`src/rtl/div_pkg.sv`:
```
// div_pkg -- shared constants for the iterative divider.
//   XLEN / DIV_STEPS : datapath width and number of restoring steps
//   OP_*             : ALUControl encodings of the four divide operations
//   ST_*             : divider FSM state encoding
//   op_* helpers     : opcode classification used by the controller
package div_pkg;

  localparam int XLEN      = 32;
  localparam int DIV_STEPS = 32;

  localparam logic [3:0] OP_DIV  = 4'b1010;
  localparam logic [3:0] OP_DIVU = 4'b1011;
  localparam logic [3:0] OP_REM  = 4'b1100;
  localparam logic [3:0] OP_REMU = 4'b1101;

  localparam logic [1:0] ST_IDLE = 2'd0;
  localparam logic [1:0] ST_CALC = 2'd1;
  localparam logic [1:0] ST_DONE = 2'd2;

  localparam logic [XLEN-1:0] ALL_ONES = {XLEN{1'b1}};
  localparam logic [XLEN-1:0] INT_MIN  = {1'b1, {(XLEN-1){1'b0}}};

  function automatic logic op_valid(input logic [3:0] op);
    return (op == OP_DIV) || (op == OP_DIVU) || (op == OP_REM) || (op == OP_REMU);
  endfunction

  function automatic logic op_signed(input logic [3:0] op);
    return (op == OP_DIV) || (op == OP_REM);
  endfunction

  function automatic logic op_is_rem(input logic [3:0] op);
    return (op == OP_REM) || (op == OP_REMU);
  endfunction

endpackage

```
`src/rtl/div_step.sv`:
```
// div_step -- one combinational restoring-division step on magnitudes.
//   rem_in  : partial remainder entering the step
//   quo_in  : dividend bits still to be consumed (MSB first), with quotient
//             bits accumulating from the LSB end
//   divisor : divisor magnitude
//   rem_out : partial remainder after the trial subtraction
//   quo_out : quo_in shifted left with the new quotient bit appended
module div_step
  import div_pkg::*;
(
  input  logic [XLEN-1:0] rem_in,
  input  logic [XLEN-1:0] quo_in,
  input  logic [XLEN-1:0] divisor,
  output logic [XLEN-1:0] rem_out,
  output logic [XLEN-1:0] quo_out
);

  // The shifted remainder needs one extra bit: remainder < divisor keeps it
  // below 2*divisor, which can exceed XLEN bits.
  logic [XLEN:0] shifted;
  logic [XLEN:0] trial;
  logic          fits;

  always_comb begin
    shifted = {rem_in, quo_in[XLEN-1]};
    fits    = (shifted >= {1'b0, divisor});
    trial   = shifted - {1'b0, divisor};
    rem_out = fits ? trial[XLEN-1:0] : shifted[XLEN-1:0];
    quo_out = {quo_in[XLEN-2:0], fits};
  end

endmodule

```
`src/rtl/div_unit.sv`:
```
// div_unit -- 32-step iterative restoring divider (DIV/DIVU/REM/REMU).
//   clk, rst   : clock and synchronous active-high reset
//   start      : begin an operation (only honoured in IDLE with a divide code)
//   ALUControl : operation select, see div_pkg OP_* codes
//   A, B       : dividend and divisor, captured on the accept edge
//   flush      : abandon the current operation and return to IDLE
//   busy       : high while iterating (CALC)
//   done       : one-cycle pulse; Result is valid while it is high
//   Result     : quotient or remainder, held until the next completion
// Compile-time option: DIV_FASTPATH_EN -- divide-by-zero and signed overflow
// skip the iteration and complete the cycle after the accept edge.
module div_unit
  import div_pkg::*;
(
  input  logic            clk,
  input  logic            rst,
  input  logic            start,
  input  logic [3:0]      ALUControl,
  input  logic [XLEN-1:0] A,
  input  logic [XLEN-1:0] B,
  input  logic            flush,
  output logic            busy,
  output logic            done,
  output logic [XLEN-1:0] Result
);

  logic [1:0]      state;
  logic [4:0]      count;
  logic [XLEN-1:0] rem_r, quo_r, dvsr_r, spec_val;
  logic            neg_quo, neg_rem, is_rem, special;
  logic [XLEN-1:0] rem_nx, quo_nx, final_val;

  logic            accept, a_neg, b_neg, in_div0, in_ovf, in_special;
  logic [XLEN-1:0] in_spec_val;

  div_step u_step (
    .rem_in  (rem_r),
    .quo_in  (quo_r),
    .divisor (dvsr_r),
    .rem_out (rem_nx),
    .quo_out (quo_nx)
  );

  // Flush beats start in IDLE, so an operation is never accepted alongside it.
  assign accept = (state == ST_IDLE) && start && !flush && op_valid(ALUControl);
  assign a_neg  = op_signed(ALUControl) && A[XLEN-1];
  assign b_neg  = op_signed(ALUControl) && B[XLEN-1];

  // Divide-by-zero and INT_MIN / -1 have architecturally fixed results that
  // the magnitude iteration cannot produce, so they are resolved up front.
  assign in_div0     = (B == '0);
  assign in_ovf      = op_signed(ALUControl) && (A == INT_MIN) && (B == ALL_ONES);
  assign in_special  = in_div0 || in_ovf;
  assign in_spec_val = in_div0 ? (op_is_rem(ALUControl) ? A : ALL_ONES)
                               : (op_is_rem(ALUControl) ? '0 : INT_MIN);

  // Value written to Result on the final step, taken straight from the step
  // outputs so it lands on the same edge that enters DONE.
  always_comb begin
    final_val = '0;
    if (special)
      final_val = spec_val;
    else if (is_rem)
      final_val = neg_rem ? (~rem_nx + 1'b1) : rem_nx;
    else
      final_val = neg_quo ? (~quo_nx + 1'b1) : quo_nx;
  end

  assign busy = (state == ST_CALC);
  assign done = (state == ST_DONE);

  // Controller and datapath registers. Flush and reset both drop back to IDLE
  // without touching Result, except that reset also clears it.
  always_ff @(posedge clk) begin
    if (rst) begin
      state    <= ST_IDLE;
      count    <= '0;
      Result   <= '0;
      rem_r    <= '0;
      quo_r    <= '0;
      dvsr_r   <= '0;
      spec_val <= '0;
      neg_quo  <= 1'b0;
      neg_rem  <= 1'b0;
      is_rem   <= 1'b0;
      special  <= 1'b0;
    end else begin
      case (state)
        ST_IDLE: begin
          if (accept) begin
            rem_r    <= '0;
            quo_r    <= a_neg ? (~A + 1'b1) : A;
            dvsr_r   <= b_neg ? (~B + 1'b1) : B;
            count    <= '0;
            neg_quo  <= a_neg ^ b_neg;
            neg_rem  <= a_neg;
            is_rem   <= op_is_rem(ALUControl);
            special  <= in_special;
            spec_val <= in_spec_val;
`ifdef DIV_FASTPATH_EN
            if (in_special) begin
              state  <= ST_DONE;
              Result <= in_spec_val;
            end else begin
              state  <= ST_CALC;
            end
`else
            state    <= ST_CALC;
`endif
          end
        end
        ST_CALC: begin
          if (flush) begin
            state <= ST_IDLE;
            count <= '0;
          end else begin
            rem_r <= rem_nx;
            quo_r <= quo_nx;
            count <= count + 5'd1;
            if (count == 5'(DIV_STEPS - 1)) begin
              state  <= ST_DONE;
              Result <= final_val;
            end
          end
        end
        ST_DONE: begin
          state <= ST_IDLE;
          count <= '0;
        end
        default: begin
          state <= ST_IDLE;
          count <= '0;
        end
      endcase
    end
  end

endmodule
```
`config.mk`:
```
export PLATFORM = sky130hd
export DESIGN_NAME = div_unit
export DESIGN_NICKNAME = d
export VERILOG_FILES = /design/src/rtl/div_pkg.sv /design/src/rtl/div_step.sv /design/src/rtl/div_unit.sv
export SDC_FILE = /design/constraint.sdc
export NUM_CORES = 1
export LEC_CHECK = 0
export BUFFER_PORTS_ARGS = -buffer_cell sky130_fd_sc_hd__buf_4
export CORE_AREA = 2 2 145 147
export CTS_BUF_LIST = sky130_fd_sc_hd__clkbuf_16
export CTS_CLUSTER_SIZE = 30
export DETAILED_ROUTE_END_ITERATION = 8
export DIE_AREA = 0 0 147 149
export GPL_TIMING_DRIVEN = 0
export PLACE_DENSITY_LB_ADDON = 0.3
export SLEW_MARGIN = 20
export SYNTH_ARGS = -nofsm -noshare
export SYNTH_HDL_FRONTEND = slang
export SYNTH_SLANG_ARGS = --single-unit
```
`constraint.sdc`:
```
create_clock -name clk -period 7.3 [get_ports clk]
set_clock_uncertainty 0.1 [all_clocks]
set_input_delay 0.365 -clock clk [delete_from_list [all_inputs] [get_ports clk]]
set_output_delay 0.365 -clock clk [all_outputs]
set_load 0.03 [all_outputs]
```
==> run summary, run 1 <==
vias per cell - 6.68
Hold Path Origin - B[1]
maxcap violations - 0
# DRC - 0
Crit Path Max Fanout - 10
Int Pwr - 1.88 mW
Syn. warnings - 0
io pins - 106
Die Y - 149 µm
Hold EP - dvsr_r[1]
worst path arrival time - 6.92 ns
clock power share - 30.6%
Leakage - 5.53 nW
n_diodes - 0
sw power - 1.34 mW
largest family of logic cells by synthesized area - compound AO/OA/AOI/OAI gates
Placement Rows - 53
H-tree levels - 4
XOR/XNOR Fraction of Synth Area - 8.17%
global route overflow - 0
mapped cell area - 12700 µm²
setup bufs post-CTS - 0
Hold Path Stages - 3
multiplexer share of the synthesized area - 2.14%
Setup TNS - 0 ns
vias in the first global route - 12947
Required @ worst endpoint - 7.52 ns
Initial Utilization - 62.0%
share of layout cells above drive strength 1 - 10.6%
WL final - 48500 µm
Clock Sinks - 171
HPWL after DPL - 38000 µm
largest net degree at the start of global routing - 19
Routed Antenna Nets - 0
Slew Limit Fails - 0
dpl cells - 2141
Final Hold Vio Count - 0
VDD IR max - 0.165 mV
CTS root buf - clkbuf_16
clock tree buffer depth - 2
Post-synth EDFFs - 0
routed length per placed instance - 22.3 µm
global placer's final weighted congestion - 1.04
first-pass GRT wire length - 74100 µm
worst r2r path cells - 24
Reg-to-Reg Start - dvsr_r[20]
CP endpoint kind - flop
sequential share of the synthesized area - 26.8%
RSZ-0062 raised after global routing - no
# fillers - 1830
HP Class - input pin to flop
status - completed
ys flop type - dfxtp_1
first-pass iteration count of the detailed router - 8
P&R area growth vs syn - 13.7%
clock latency on the worst-skew pair - 0.44 ns
most frequent cells in the layout - nor2_1, a21oi_1, dfxtp_1
crit share post-route - 91.9%
synthesized flop and latch total - 171
GRT Total Usage - 43.6%
port bufs - 105
post-synthesis async set-or-reset flop share - 0%
count of unique library cells instantiated by Yosys - 88
TritonCTS Buffers - 17
Worst Tran Pin Value - 0.909 ns
Post-Syn Nets - 1873
switching part of the total power - 41.5%
sequential group share of total power - 30.1%
WS Path Type - flop to flop
most common cell after layout, fill and taps aside - nor2_1
post-synthesis simple-gate area fraction - 24.3%
CTS tree - done
FF-to-FF End - Result[30]
PD cells - 222 nW/µm²
Final Non-Filler Cells - 2173
R2R setup slack - 0.59 ns
min Tclk post-route - 6.71 ns
Synth Area per Inst - 7.24 µm²
Hold WS - 0.113 ns
die width - 147 µm
Clock transition at path regs - 0.07 ns
nets - 1997
share of synthesized cell area in full adder, half adder and majority cells - 3.98%
post-cts resize count - 0
Combinational Power Share - 39.4%
initial antenna violation count - 0
DRT iter0 DRCs - 1839
Worst slew margin - 39.4%
cts hold-fix bufs - 0
CORE AREA - 20600 µm²
Startpoint Class - flop
synthesized instance count - 1761
via count - 14517
Die Area - 21900 µm²
complex-gate fraction of the synthesized area - 28.7%
final setup fails - 0
Max Freq - 149 MHz
[critical path, stage by stage, from the launching register on]
cell and delay (ns):
dfxtp_1 0.34, inv_1 0.10, ha_1 0.28, buf_2 0.20
nand2_1 0.08, o21ai_1 0.29, a211oi_1 0.15, o31ai_2 0.67
or2_1 0.21, buf_6 0.14, buf_2 0.35, buf_2 0.41
buf_2 0.34, a21oi_1 0.21, inv_1 0.10, ha_1 0.19
inv_1 0.10, or4_1 0.59, a211oi_1 0.25, nand4b_1 0.15
a2bb2oi_1 0.39, nand4b_1 0.24, nor4_1 0.34, mux2i_1 0.24
o211ai_1 0.10
[how the worst max path moves through the flow]
| stage | startpoint | to | slack (ns) |
|---|---|---|---|
| after floorplan | dvsr_r[18] | Result[30] | 2.50 |
| after global placement | dvsr_r[28] | Result[30] | 1.0 |
| after detailed placement | dvsr_r[28] | Result[30] | 0.94 |
| after CTS | dvsr_r[28] | Result[30] | 0.89 |
| after global routing | dvsr_r[28] | Result[30] | 0.43 |
| final | dvsr_r[20] | Result[30] | 0.59 |
[cell families after synthesis]
group | count (synthesis)
adders and majority gates | 40
muxes | 27
AOI/OAI and AO/OA | 559
and+or+nand+nor | 658
buffers and inverters | 187
DFF | 171
xor gates and xnor gates | 119
[cell type report]
cell class	instances	area, µm²	share of cell area, %
inverters	60	225	1.55
well taps	275	344	2.37
repair buffers	105	788	5.44
clock buffers	17	425	2.93
clock inverters	15	194	1.34
multi-input cells	1403	8580	59.1
flip-flops and latches	171	3420	23.6
plain buffers	127	526	3.62
[flip-flops by register name (all words and copies together) (netlist names)]
register  flops
count         5
special       1
spec_val     32
quo_r        32
neg_quo       1
rem_r        32
dvsr_r       32
neg_rem       1
Result       32
is_rem        1
state         2
[synth_stat cells, types with 7 or more instances]
cell type	count	area, µm²
a211oi_1	66	495
a21o_1	11	82.6
a21oi_1	186	931
a311oi_1	15	131
a31oi_1	32	200
and2_1	10	62.6
and3_1	14	87.6
buf_2	27	135
clkbuf_1	93	349
dfxtp_1	171	3420
ha_1	39	488
inv_1	59	221
mux2i_1	25	250
nand2_1	152	571
nand2b_1	14	87.6
nand3_1	43	215
nand4_1	19	119
nor2_1	258	968
nor2b_1	8	50.1
nor3_1	41	205
nor4_1	19	119
o211ai_1	47	353
o21a_1	7	52.6
o21ai_0	85	425
o21ai_1	7	35.0
o31ai_1	19	143
o41ai_1	15	131
or2_2	7	43.8
or3_1	26	163
or4_1	13	97.6
xnor2_1	62	543
xor2_1	57	499
[routing by layer]
metal | vias to the layer above | track usage [%] | wire, µm
li1 | 6625 | - | -
met1 | 6787 | 63.0 | 20300
met2 | 975 | 64.5 | 20100
met3 | 130 | 10.1 | 6300
met4 | 0 | 13.9 | 1740
met5 | - | 0 | 0
[power groups by stage]
stage,clock network (mW),registers [mW],logic (mW)
4_1_cts,0.971,0.967,1.21
2_1_floorplan,0,0.982,0.826
5_1_grt,1.01,0.970,1.34
3_3_place_gp,0,0.988,1.19
6_report,0.985,0.969,1.27
3_5_place_dp,0,0.989,1.21
[per-stage QoR]
stage	util [%]	power (mW)	worst slack [ns]	area [µm²]
2_1_floorplan	-	1.81	2.50	12700
3_3_place_gp	67.5	2.18	0.999	13900
3_5_place_dp	67.5	2.19	0.938	13900
4_1_cts	70.5	3.15	0.888	14500
5_1_grt	70.5	3.32	0.429	14500
6_report	70.5	3.22	0.595	14500
No activity file was read; power rests on OpenSTA's default activity.
==> inputs of run 2 (changes only) <==
Settings changed: CTS_BUF_LIST sky130_fd_sc_hd__clkbuf_16 to sky130_fd_sc_hd__clkbuf_4 sky130_fd_sc_hd__clkbuf_8.
==> run 2 against run 1 <==
Clock-buffer cell count is the same. Sequential cell count is the same. Cell count is the same. Combinational power is essentially flat. Power shrank 7.3%. Global-route usage shrank 0.24 points. Die area is the same. Register-to-register slack lost 0.04 ns. Non-clock buffer count is the same. Critical path depth shrank 1. Clock power shrank 24%. Sequential share of layout area grew 0.32 points.
==> run summary, run 2 (synthesis gave the netlist of run 1 again) <==
status - completed
GRT Total Usage - 43.4% (-0.24 points)
CORE AREA - 20600 µm² (unchanged)
final setup fails - 0 (unchanged)
WS Path Type - flop to flop
Clock Sinks - 171 (unchanged)
final setup margin - 0.552 ns (-0.0430 ns)
Crit Path Max Fanout - 10 (unchanged)
Final Non-Filler Cells - 2173 (unchanged)
# fillers - 1853 (+1.3%)
H-tree levels - 4 (unchanged)
WL final - 48300 µm (-0.53%)
area of the multi-input gates - 8580 µm² (unchanged)
Setup TNS - 0 ns (unchanged)
VDD IR max - 0.151 mV (-9.0%)
cts hold-fix bufs - 0 (unchanged)
largest net degree at the start of global routing - 19 (unchanged)
Leakage - 5.45 nW (-1.6%)
RSZ-0062 raised after global routing - no
HP Class - input pin to flop
routed length per placed instance - 22.2 µm (-0.53%)
HPWL after DPL - 38000 µm (unchanged)
die width - 147 µm (unchanged)
first-pass GRT wire length - 73400 µm (-1.0%)
first-pass iteration count of the detailed router - 8 (unchanged)
io pins - 106 (unchanged)
Startpoint Class - flop
initial antenna violation count - 0 (unchanged)
share of layout cells above drive strength 1 - 10.6% (unchanged)
Die Area - 21900 µm² (unchanged)
CTS root buf - clkbuf_8
CP endpoint kind - flop
vias per cell - 6.65 (-0.53%)
Worst slew margin - 36.8% (-2.6 points)
pre-CTS WS - 0.938 ns (unchanged)
Hold WS - 0.0607 ns (-0.0522 ns)
worst path arrival time - 7.02 ns (+0.10 ns)
P&R area growth vs syn - 12.2%
most frequent cells in the layout - nor2_1, a21oi_1, dfxtp_1
global route overflow - 0 (unchanged)
TritonCTS Buffers - 17 (unchanged)
maxcap violations - 0 (unchanged)
CTS tree - done
via count - 14440 (-0.53%)
PD cells - 209 nW/µm² (-6.1%)
dpl cells - 2141 (unchanged)
Final Hold Vio Count - 0 (unchanged)
Max Freq - 148 MHz (-0.64%)
sequential cell area - 3420 µm² (unchanged)
port bufs - 105 (unchanged)
setup bufs post-CTS - 0 (unchanged)
post-cts resize count - 0 (unchanged)
Placement Rows - 53 (unchanged)
n_diodes - 0 (unchanged)
vias in the first global route - 12933 (-0.11%)
nets - 1997 (unchanged)
Required @ worst endpoint - 7.57 ns (+0.05 ns)
global placer's final weighted congestion - 1.04 (unchanged)
clock latency on the worst-skew pair - 0.48 ns (+0.04 ns)
crit share post-route - 92.4% (+0.59 points)
min Tclk post-route - 6.75 ns (+0.0430 ns)
most common cell after layout, fill and taps aside - nor2_1
clock tree buffer depth - 2 (unchanged)
Clock transition at path regs - 0.10 ns (+0.03 ns)
Initial Utilization - 62.0% (unchanged)
DRT iter0 DRCs - 1636 (-11%)
# DRC - 0 (unchanged)
Die Y - 149 µm (unchanged)
Worst Tran Pin Value - 0.948 ns (+0.0384 ns)
Slew Limit Fails - 0 (unchanged)
Routed Antenna Nets - 0 (unchanged)
[run 2: cell counts in the layout (fill, tap and decap cells not counted)]
No cell type changed its count.
[run 2: worst max-delay path, cell delays in order (launching register included)]
cell and delay (ns):
dfxtp_1 0.34, inv_1 0.12, ha_1 0.52, nand2_1 0.18, o21ai_2 0.22, a211oi_1 0.09, o31ai_2 0.67, or2_1 0.21
buf_6 0.14, buf_2 0.36, buf_2 0.42, buf_2 0.34, a21oi_1 0.22, inv_1 0.10, ha_1 0.19, inv_1 0.10
or4_1 0.58, a211oi_1 0.24, nand4b_1 0.16, a2bb2oi_1 0.41, nand4b_1 0.23, nor4_1 0.32, mux2i_1 0.25, o211ai_1 0.10
[run 2: power by group]
group / leakage (nW) / switching, mW / internal, mW
Combinational: 3.85 / 0.856 / 0.410
Clock: 0.218 / 0.427 / 0.324
Sequential: 1.38 / 0.0198 / 0.949
[run 2: area by class of cell]
cell class	instances	share of cell area, %
Clock inverter	15	1.36
Multi-Input combinational cell	1403	59.9
Clock buffer	17	1.64
Buffer	127	3.67
Tap cell	275	2.40
Sequential cell	171	23.9
Timing Repair Buffer	105	5.51
Inverter	60	1.57
[run 2: layer usage]
layer	up-vias	global-route usage (%)	routed length [µm]
met5	-	0	0
met4	0	14.4	1790
met3	153	13.2	6560
met2	946	63.5	20000
met1	6706	61.0	19900
li1	6635	-	-
[run 2: through the flow]
| step | area [µm²] | util [%] | total power, mW |
|---|---|---|---|
| finish | 14300 | 69.6 | 2.99 |
| global route | 14300 | 69.6 | 3.09 |
| CTS | 14300 | 69.6 | 2.92 |
| detailed placement | 13900 | 67.5 | 2.19 |
| global placement | 13900 | 67.5 | 2.18 |
| floorplan | 12700 | - | 1.81 |
[run 2: path summary, 6_finish.rpt]
path / startpoint / end / slack (ns) / depth (start not counted)
worst max-delay path: dvsr_r[28] / Result[30] / 0.55 / 23
worst min-delay path: B[1] / dvsr_r[1] / 0.06 / 3
worst max register to register: dvsr_r[28] / Result[30] / 0.55 / 23
worst min register to register: spec_val[23] / spec_val[23] / 0.35 / 2
